**src/rtl/fetch_stage.sv**
```systemverilog
// rtl/fetch_stage.sv - program counter and IF/ID register for the fetch stage
module fetch_stage #(
    parameter logic [31:0] RESET_PC = 32'h0000_0000,
    parameter int          CNT_W    = 16
) (
    input  logic             Clk,
    input  logic             Rst,
    input  logic             Stall,
    input  logic             Branch_taken,
    input  logic [31:0]      Branch_target,
    output logic [31:0]      Rom_addr,
    output logic             Rom_en,
    input  logic [31:0]      Rom_data,
    input  logic             Imiss,
    output logic [31:0]      Inst_out,
    output logic [31:0]      Pc_out,
    output logic             Valid_out,
    output logic             Misalign,
    output logic [CNT_W-1:0] Miss_cycles
);

    typedef enum logic [1:0] {
        BOOT = 2'd0,
        RUN  = 2'd1,
        MISS = 2'd2,
        HALT = 2'd3
    } state_t;

    state_t      state;
    logic [31:0] pc;

    logic fetching;
    logic target_aligned;

    assign fetching       = (state == RUN) || (state == MISS);
    assign target_aligned = (Branch_target[1:0] == 2'b00);

    // ROM is addressed straight from the PC; reads are suppressed whenever
    // decode is stalled or the stage is not actively fetching.
    assign Rom_addr = pc;
    assign Rom_en   = !Rst && !Stall && fetching;

    // PC, state machine, IF/ID register and the saturating miss counter.
    always_ff @(posedge Clk) begin
        if (Rst) begin
            pc          <= RESET_PC;
            state       <= BOOT;
            Inst_out    <= 32'h0;
            Pc_out      <= 32'h0;
            Valid_out   <= 1'b0;
            Misalign    <= 1'b0;
            Miss_cycles <= '0;
        end else begin
            case (state)
                BOOT: begin
                    state <= RUN;
                end
                RUN, MISS: begin
                    // A cycle spent waiting on the ROM counts even when a
                    // redirect arrives in that same cycle.
                    if (state == MISS && !Stall && Miss_cycles != '1) begin
                        Miss_cycles <= Miss_cycles + CNT_W'(1);
                    end
                    if (Branch_taken) begin
                        Valid_out <= 1'b0;
                        if (target_aligned) begin
                            pc    <= Branch_target;
                            state <= RUN;
                        end else begin
                            Misalign <= 1'b1;
                            state    <= HALT;
                        end
                    end else if (!Stall) begin
                        if (Imiss) begin
                            Valid_out <= 1'b0;
                            state     <= MISS;
                        end else begin
                            Inst_out  <= Rom_data;
                            Pc_out    <= pc;
                            Valid_out <= 1'b1;
                            pc        <= pc + 32'd4;
                            state     <= RUN;
                        end
                    end
                end
                default: begin
                    Valid_out <= 1'b0;
                end
            endcase
        end
    end

endmodule

```
**config.mk**
```make
export PLATFORM = sky130hd
export DESIGN_NAME = fetch_stage
export DESIGN_NICKNAME = d
export VERILOG_FILES = /design/src/rtl/fetch_stage.sv
export SDC_FILE = /design/constraint.sdc
export NUM_CORES = 1
export LEC_CHECK = 0
export CAP_MARGIN = 15
export CORE_ASPECT_RATIO = 0.6
export CORE_UTILIZATION = 45
export DETAILED_ROUTE_END_ITERATION = 12
export GPL_TIMING_DRIVEN = 0
export HOLD_SLACK_MARGIN = 0.12
export PLACE_DENSITY_LB_ADDON = 0.12
export SLEW_MARGIN = 20
export SYNTH_ARGS = -nofsm -noshare
export SYNTH_HDL_FRONTEND = slang
export SYNTH_SLANG_ARGS = --single-unit
export TNS_END_PERCENT = 1
```
**constraint.sdc**
```tcl
create_clock -name Clk -period 2.7 [get_ports Clk]
set_input_delay 0.81 -clock Clk [delete_from_list [all_inputs] [get_ports Clk]]
set_output_delay 0.81 -clock Clk [all_outputs]
set_load 0.01 [all_outputs]
```
==> results of run 1 <==
worst paths after layout:
kind | from | end | slack (ns) | depth (start not counted)
hold reg to reg | Inst_out[29] | Inst_out[29] | 0.45 | 2
hold / removal | Inst_out[29] | Inst_out[29] | 0.45 | 2
setup / recovery | Imiss | Rom_addr[16] | -0.02 | 7
setup reg to reg | state[1] | Rom_addr[16] | 0.06 | 9
power groups by stage:
stage / Combinational, W / Clock (W) / Sequential (W)
after CTS: 0.000527 / 0.00234 / 0.00181
after detailed placement: 0.000513 / 0 / 0.00185
after global routing: 0.000594 / 0.00243 / 0.00182
final: 0.000561 / 0.00233 / 0.00181
after global placement: 0.000502 / 0 / 0.00184
after floorplan: 0.000220 / 0 / 0.00185
cell usage after synthesis (4+ instances only):
master	instances
a211oi_1	8
a21oi_1	91
a22oi_1	5
a31oi_1	7
and2_1	6
and3_1	17
and4_1	6
buf_1	6
buf_2	6
clkbuf_1	33
dfxtp_1	116
ha_1	4
inv_1	11
mux2i_1	10
nand2_1	158
nand3_1	26
nand4_1	13
nor2_1	40
nor2b_1	5
nor3_1	15
nor4_1	7
o21ai_0	12
o22ai_1	7
xnor2_1	10
xor2_1	5
cell families after synthesis:
family          synth area share [%]
compound gates                  16.8
xor+xnor                        2.52
fa+ha+maj                      0.958
buf+inv                         4.74
flops                           44.5
mux                             2.13
simple gates                    28.4
layout make-up:
class / instances / area (µm²)
buffer: 48 / 221
clock buffer: 19 / 453
clock inverter: 12 / 154
fill: 871 / 3380
inverter: 12 / 45.0
multi-input combinational: 494 / 2710
sequential: 116 / 2320
tap: 160 / 200
timing repair buffer: 182 / 1820
sequential cells by signal (all words and copies together) (netlist names):
name	cells
Inst_out	32
Miss_cycles	16
state	2
Valid_out	1
Rom_addr	32
Misalign	1
Pc_out	32
through the flow:
stage	worst slack (ns)	total power (W)	hold slack, ns
after global placement	-0.968	0.00234	0.441
after global routing	-0.0505	0.00484	0.468
after CTS	-0.0832	0.00468	0.454
after floorplan	0.349	0.00207	0.476
final	-0.0232	0.00471	0.451
after detailed placement	-0.989	0.00236	0.446
routing by layer:
| layer | global-route usage, % | vias to the layer above | routed length (µm) |
|---|---|---|---|
| li1 | - | 2748 | - |
| met1 | 43.2 | 2762 | 8020 |
| met2 | 47.4 | 424 | 8170 |
| met3 | 8.92 | 52 | 2210 |
| met4 | 10.9 | 0 | 419 |
| met5 | 0 | - | 0 |
timing repair:
item,4_1_cts,5_1_grt
gates cloned,0,0
gates resized for setup,12,17
endpoints found under the setup margin,92,86
worst min-delay path, stage by stage, from the launching register on:
cell	delay (ns)
dfxtp_1	0.30
nand2_1	0.05
a21oi_1	0.05
cells in the final DEF, fill, tap and decap left out, drive strengths merged, types with 2 or more instances in the layout:
| cell | Yosys | final |
|---|---|---|
| clkdlybuf4s50 | 0 | 180 |
| nand2 | 158 | 158 |
| dfxtp | 116 | 116 |
| a21oi | 91 | 91 |
| clkbuf | 33 | 56 |
| nor2 | 40 | 40 |
| nand3 | 26 | 26 |
| and3 | 18 | 18 |
| nor3 | 15 | 15 |
| nand4 | 14 | 14 |
| inv | 12 | 14 |
| o21ai | 12 | 12 |
| buf | 15 | 12 |
| xnor2 | 10 | 10 |
| mux2i | 10 | 10 |
| a211oi | 8 | 8 |
| nor4 | 7 | 7 |
| a31oi | 7 | 7 |
| o22ai | 7 | 7 |
| and4 | 7 | 7 |
| and2 | 6 | 6 |
| xor2 | 5 | 5 |
| a22oi | 5 | 5 |
| nor2b | 5 | 5 |
| ha | 4 | 4 |
| clkinv | 0 | 4 |
| or3 | 3 | 3 |
| o31ai | 3 | 3 |
| a22o | 3 | 3 |
| a32o | 3 | 3 |
| clkinvlp | 0 | 3 |
| bufinv | 0 | 3 |
| nand3b | 2 | 2 |
| o221ai | 2 | 2 |
| or4 | 2 | 2 |
| a21o | 2 | 2 |
| nor4b | 2 | 2 |
| or4b | 2 | 2 |
| or2 | 2 | 2 |
==> reports/results.ini, run 1 <==
[clock_network]
clk_transition_reported_paths_ns=0.06
cts_buffer_depth=2
htree_levels=4
cts.sinks=116
root_buffer=clkbuf_16
cts_setup_buffers=0
cts_tree=yes
clock_latency_ns=0.42
cts_buffers=17
cts_hold_buf=0

[critical_path]
slowest_delay_ns=0.68
critPathRequiredTime_ns=3.01
critPathTopFamily=buffers and inverters
worstPathCellList=clkdlybuf4s50_1 -> or4b_2 -> buf_2 -> nand2_1 -> buf_4 -> o21ai_0 -> a32o_1
cp_max_fo=10
worst-endpoint-arrival_ns=3.03
crit_type=in -> reg
crit_path_end_kind=register
cp_slowest_cell=or4b_2
critPathLaunchType=input pin
critPathBufInv=3

[placement]
placed_cells=1012
place_area_mm2=0.00724
place_congestion=0.912
post-dp-hpwl_mm=13.4
port-buffer-count=182

[layout]
antenna_cells=0
fin_area_mm2=0.00792
drive_gt1_share_pct=7.36
area_growth_pct=51.6
fin_nets=944
final_cells=1043
fin_util_pct=70.1

[timing]
setup_ws_ns=-0.0232
rsz0062_at_grt=yes
finalCritPeriodShare_pct=101
slew_headroom_pct=50.0
tightestPinTransition_ns=0.745
clock_skew_ns=0.00986
setup_viol=2
finalCriticalPeriod_ns=2.72
hold_violations=0
fmax_mhz=367
maxSlewViolCount=0
tns_ns=-0.0427

[logic_synthesis]
synth_area_leaders=dfxtp_1 (44%), nand2_1 (11%), a21oi_1 (8.7%)
synth.largest_area_cell=dfxtp_1
yosysWarnings=0
synth_top_area_share_pct=44.5
synth_seq_area_share_pct=44.5
avgSynthCellArea_um2=7.79
synthCells=670
synth_ff_type=dfxtp_1
ys_ff_latch=116
synth_edf_count=0
syn_area_mm2=0.00522
yosys.cell_types.count=57
synth_nets=743
ys_async_sr_fraction_pct=0

[power_and_ir_drop]
leakagePower_nw=2.73
power_density_mw_per_mm2=595
max-vdd-ir-drop_mv=0.490
seqPwrFrac_pct=38.5
p_clk_share_pct=49.5
p_comb_share_pct=11.9
switching_share_pct=25.2
intPower_w=0.00352
switchingPower_w=0.00119

[global_routing]
grt_max_degree=17
first_global_vias=5442
overflow=0
gr-usage-all-layers_pct=31.5
grt_pass1_wl_mm=28.9
antenna_found_initial=0

[floorplanning]
die_w_um=141
row_count=30
die_h_um=85.4
initial_core_util_pct=46.2
ioPinCount=184
core_area_mm2=0.0113
die-area_mm2=0.0121

[routing]
dr_total_vias=5986
wl_per_cell_um=18.0
drt_iter0_drc=685
via_per_inst=5.74
routed_wl_mm=18.8
drc=0
ant_nets=0
drtPass1Iterations=6

[hold_path]
hold_path_class=reg -> reg

[run_status]
status=finished with violations
violations=negative setup slack

[flow_run]
cap_violations=0

Note: power is estimated with default switching activity, not from simulation.
==> run 2: changes to the inputs <==
HOLD_SLACK_MARGIN = not set   (was 0.12)
==> results of run 2 <==
Final layout, timing and power as in run 1 (identical DEF).
==> run 3: changes to the inputs <==
CAP_MARGIN = 20   (was 15)
GPL_TIMING_DRIVEN = not set   (was 0)
==> run 3 against run 2 <==
The flow now finishes without violations. Clock-buffer cell count is the same. Final cell count shrank 0.86%. Combinational power shrank 2%. Clock power grew 3%. Worst hold slack gained 0.00058 ns. Worst setup slack gained 0.14 ns. Sequential power is essentially flat. Critical path type is now in -> out. Maximum frequency grew 5.5%. Die area is the same. Highest routed layer unchanged. Clock skew shrank 0.0040 ns. Sequential cell count is the same. First-iteration DRC count shrank 26%. Critical endpoint is now Rom_en.
==> reports/results.ini, run 3 (synthesis gave the netlist of run 1 again) <==
[run_status]
status=finished, final reports clean

[power_and_ir_drop]
p_comb_share_pct=11.5
max-vdd-ir-drop_mv=0.472
switching_share_pct=23.8
p_clk_share_pct=50.5
power_density_mw_per_mm2=595
leakagePower_nw=2.81
intPower_w=0.00363
switchingPower_w=0.00114
seqPwrFrac_pct=38.0

[placement]
place_congestion=0.869
place_area_mm2=0.00738
port-buffer-count=183
post-dp-hpwl_mm=11.6

[global_routing]
gr-usage-all-layers_pct=28.4
antenna_found_initial=0
first_global_vias=5125
grt_pass1_wl_mm=26.7
overflow=0
grt_max_degree=114

[layout]
drive_gt1_share_pct=9.38
fin_util_pct=71.0
fill_cells=881
multi_input_area_mm2=0.00267
area_growth_pct=53.5
final_cell_mix=clkdlybuf4s50_1 (180), nand2_1 (158), dfxtp_1 (116)
layout_commonest_cell=clkdlybuf4s50_1
fin_nets=934
antenna_cells=0
regArea_mm2=0.00232
fin_area_mm2=0.00802

[clock_network]
cts_tree=yes
cts.sinks=116
clock_latency_ns=0.41
clk_transition_reported_paths_ns=0.05
cts_buffer_depth=2
root_buffer=clkbuf_16
cts_buffers=17
htree_levels=4

[routing]
dr_total_vias=5673
drtPass1Iterations=5
ant_nets=0
routed_wl_mm=16.7
wl_per_cell_um=16.2
via_per_inst=5.49
drc=0
drt_iter0_drc=507

[timing]
tightestPinTransition_ns=0.507
finalCritPeriodShare_pct=95.6
slew_headroom_pct=66.2
setup_viol=0
rsz0062_at_grt=no
clock_skew_ns=0.00586
hold_violations=0
maxSlewViolCount=0
fmax_mhz=388
finalCriticalPeriod_ns=2.58

[critical_path]
critPathLaunchType=input pin
cp_max_fo=2
worst-endpoint-arrival_ns=1.77
critPathRequiredTime_ns=1.89
crit_type=in -> out
crit_path_end_kind=primary output

[flow_run]
cap_violations=0

[floorplanning]
die_h_um=85.4
ioPinCount=184
initial_core_util_pct=46.2
die_w_um=141
row_count=30
core_area_mm2=0.0113
die-area_mm2=0.0121

[hold_path]
hold_path_class=reg -> reg

==> run 3: cell types whose count changed in the layout (fill, tap and decap cells not counted), sizes merged <==
cell    change
inv         -1
bufinv      +1
clkbuf     -37
clkinv      +1
buf        +27
==> run 3: per-layer routing <==
metal | vias to the layer above | track usage [%] | wire length [µm]
met5 | - | 0 | 0
met2 | 281 | 43.0 | 7370
met1 | 2652 | 40.1 | 7770
met3 | 12 | 7.96 | 1480
met4 | 0 | 6.52 | 125
li1 | 2728 | - | -
==> run 3: worst paths after layout <==
path,endpoint,from,slack (ns),cells after the start
setup / recovery,Rom_en,Stall,0.12,4
hold / removal,Pc_out[19],Pc_out[19],0.45,2
setup reg to reg,Rom_addr[28],Rom_addr[2],0.36,6
hold reg to reg,Pc_out[19],Pc_out[19],0.45,2
==> run 3: timing repair <==
item / 4_1_cts / 5_1_grt
hold buffers: 0 / 0
setup endpoints to repair: 1 / 0
gates resized for setup: 1 / 0
setup buffers: 1 / 0
==> run 3: stage by stage <==
| stage | power [W] | TNS, ns | setup WS, ns | hold WS (ns) | std cells |
|---|---|---|---|---|---|
| final | 0.00477 | 0 | 0.120 | 0.452 | 1034 |
| after global routing | 0.00495 | 0 | 0.0642 | 0.475 | 1034 |
| after CTS | 0.00479 | 0 | 0.113 | 0.454 | 1034 |
| after detailed placement | 0.00238 | -4.94 | -0.179 | 0.446 | 1001 |
| after global placement | 0.00237 | -3.41 | -0.147 | 0.441 | 1001 |
| after floorplan | 0.00207 | 0 | 0.349 | 0.476 | 670 |
==> run 3: power groups by stage <==
stage	combinational (W)	sequential [W]	clock, W
detailed placement	0.000535	0.00185	0
finish	0.000547	0.00181	0.00241
global placement	0.000527	0.00184	0
global route	0.000588	0.00182	0.00255
floorplan	0.000220	0.00185	0
CTS	0.000543	0.00181	0.00244
==> run 3: critical path: stages <==
cell and delay [ns]:
clkdlybuf4s50_1 0.42, nor2b_1 0.15, and2_1 0.13, dlygate4sd2_1 0.26
==> run 3: final cells by class <==
type,count,area share [%]
Multi-Input combinational cell,494,33.3
Sequential cell,116,29.0
Timing Repair Buffer,220,26.8
Clock buffer,19,5.65
Tap cell,160,2.50
Clock inverter,13,2.25
Inverter,12,0.562
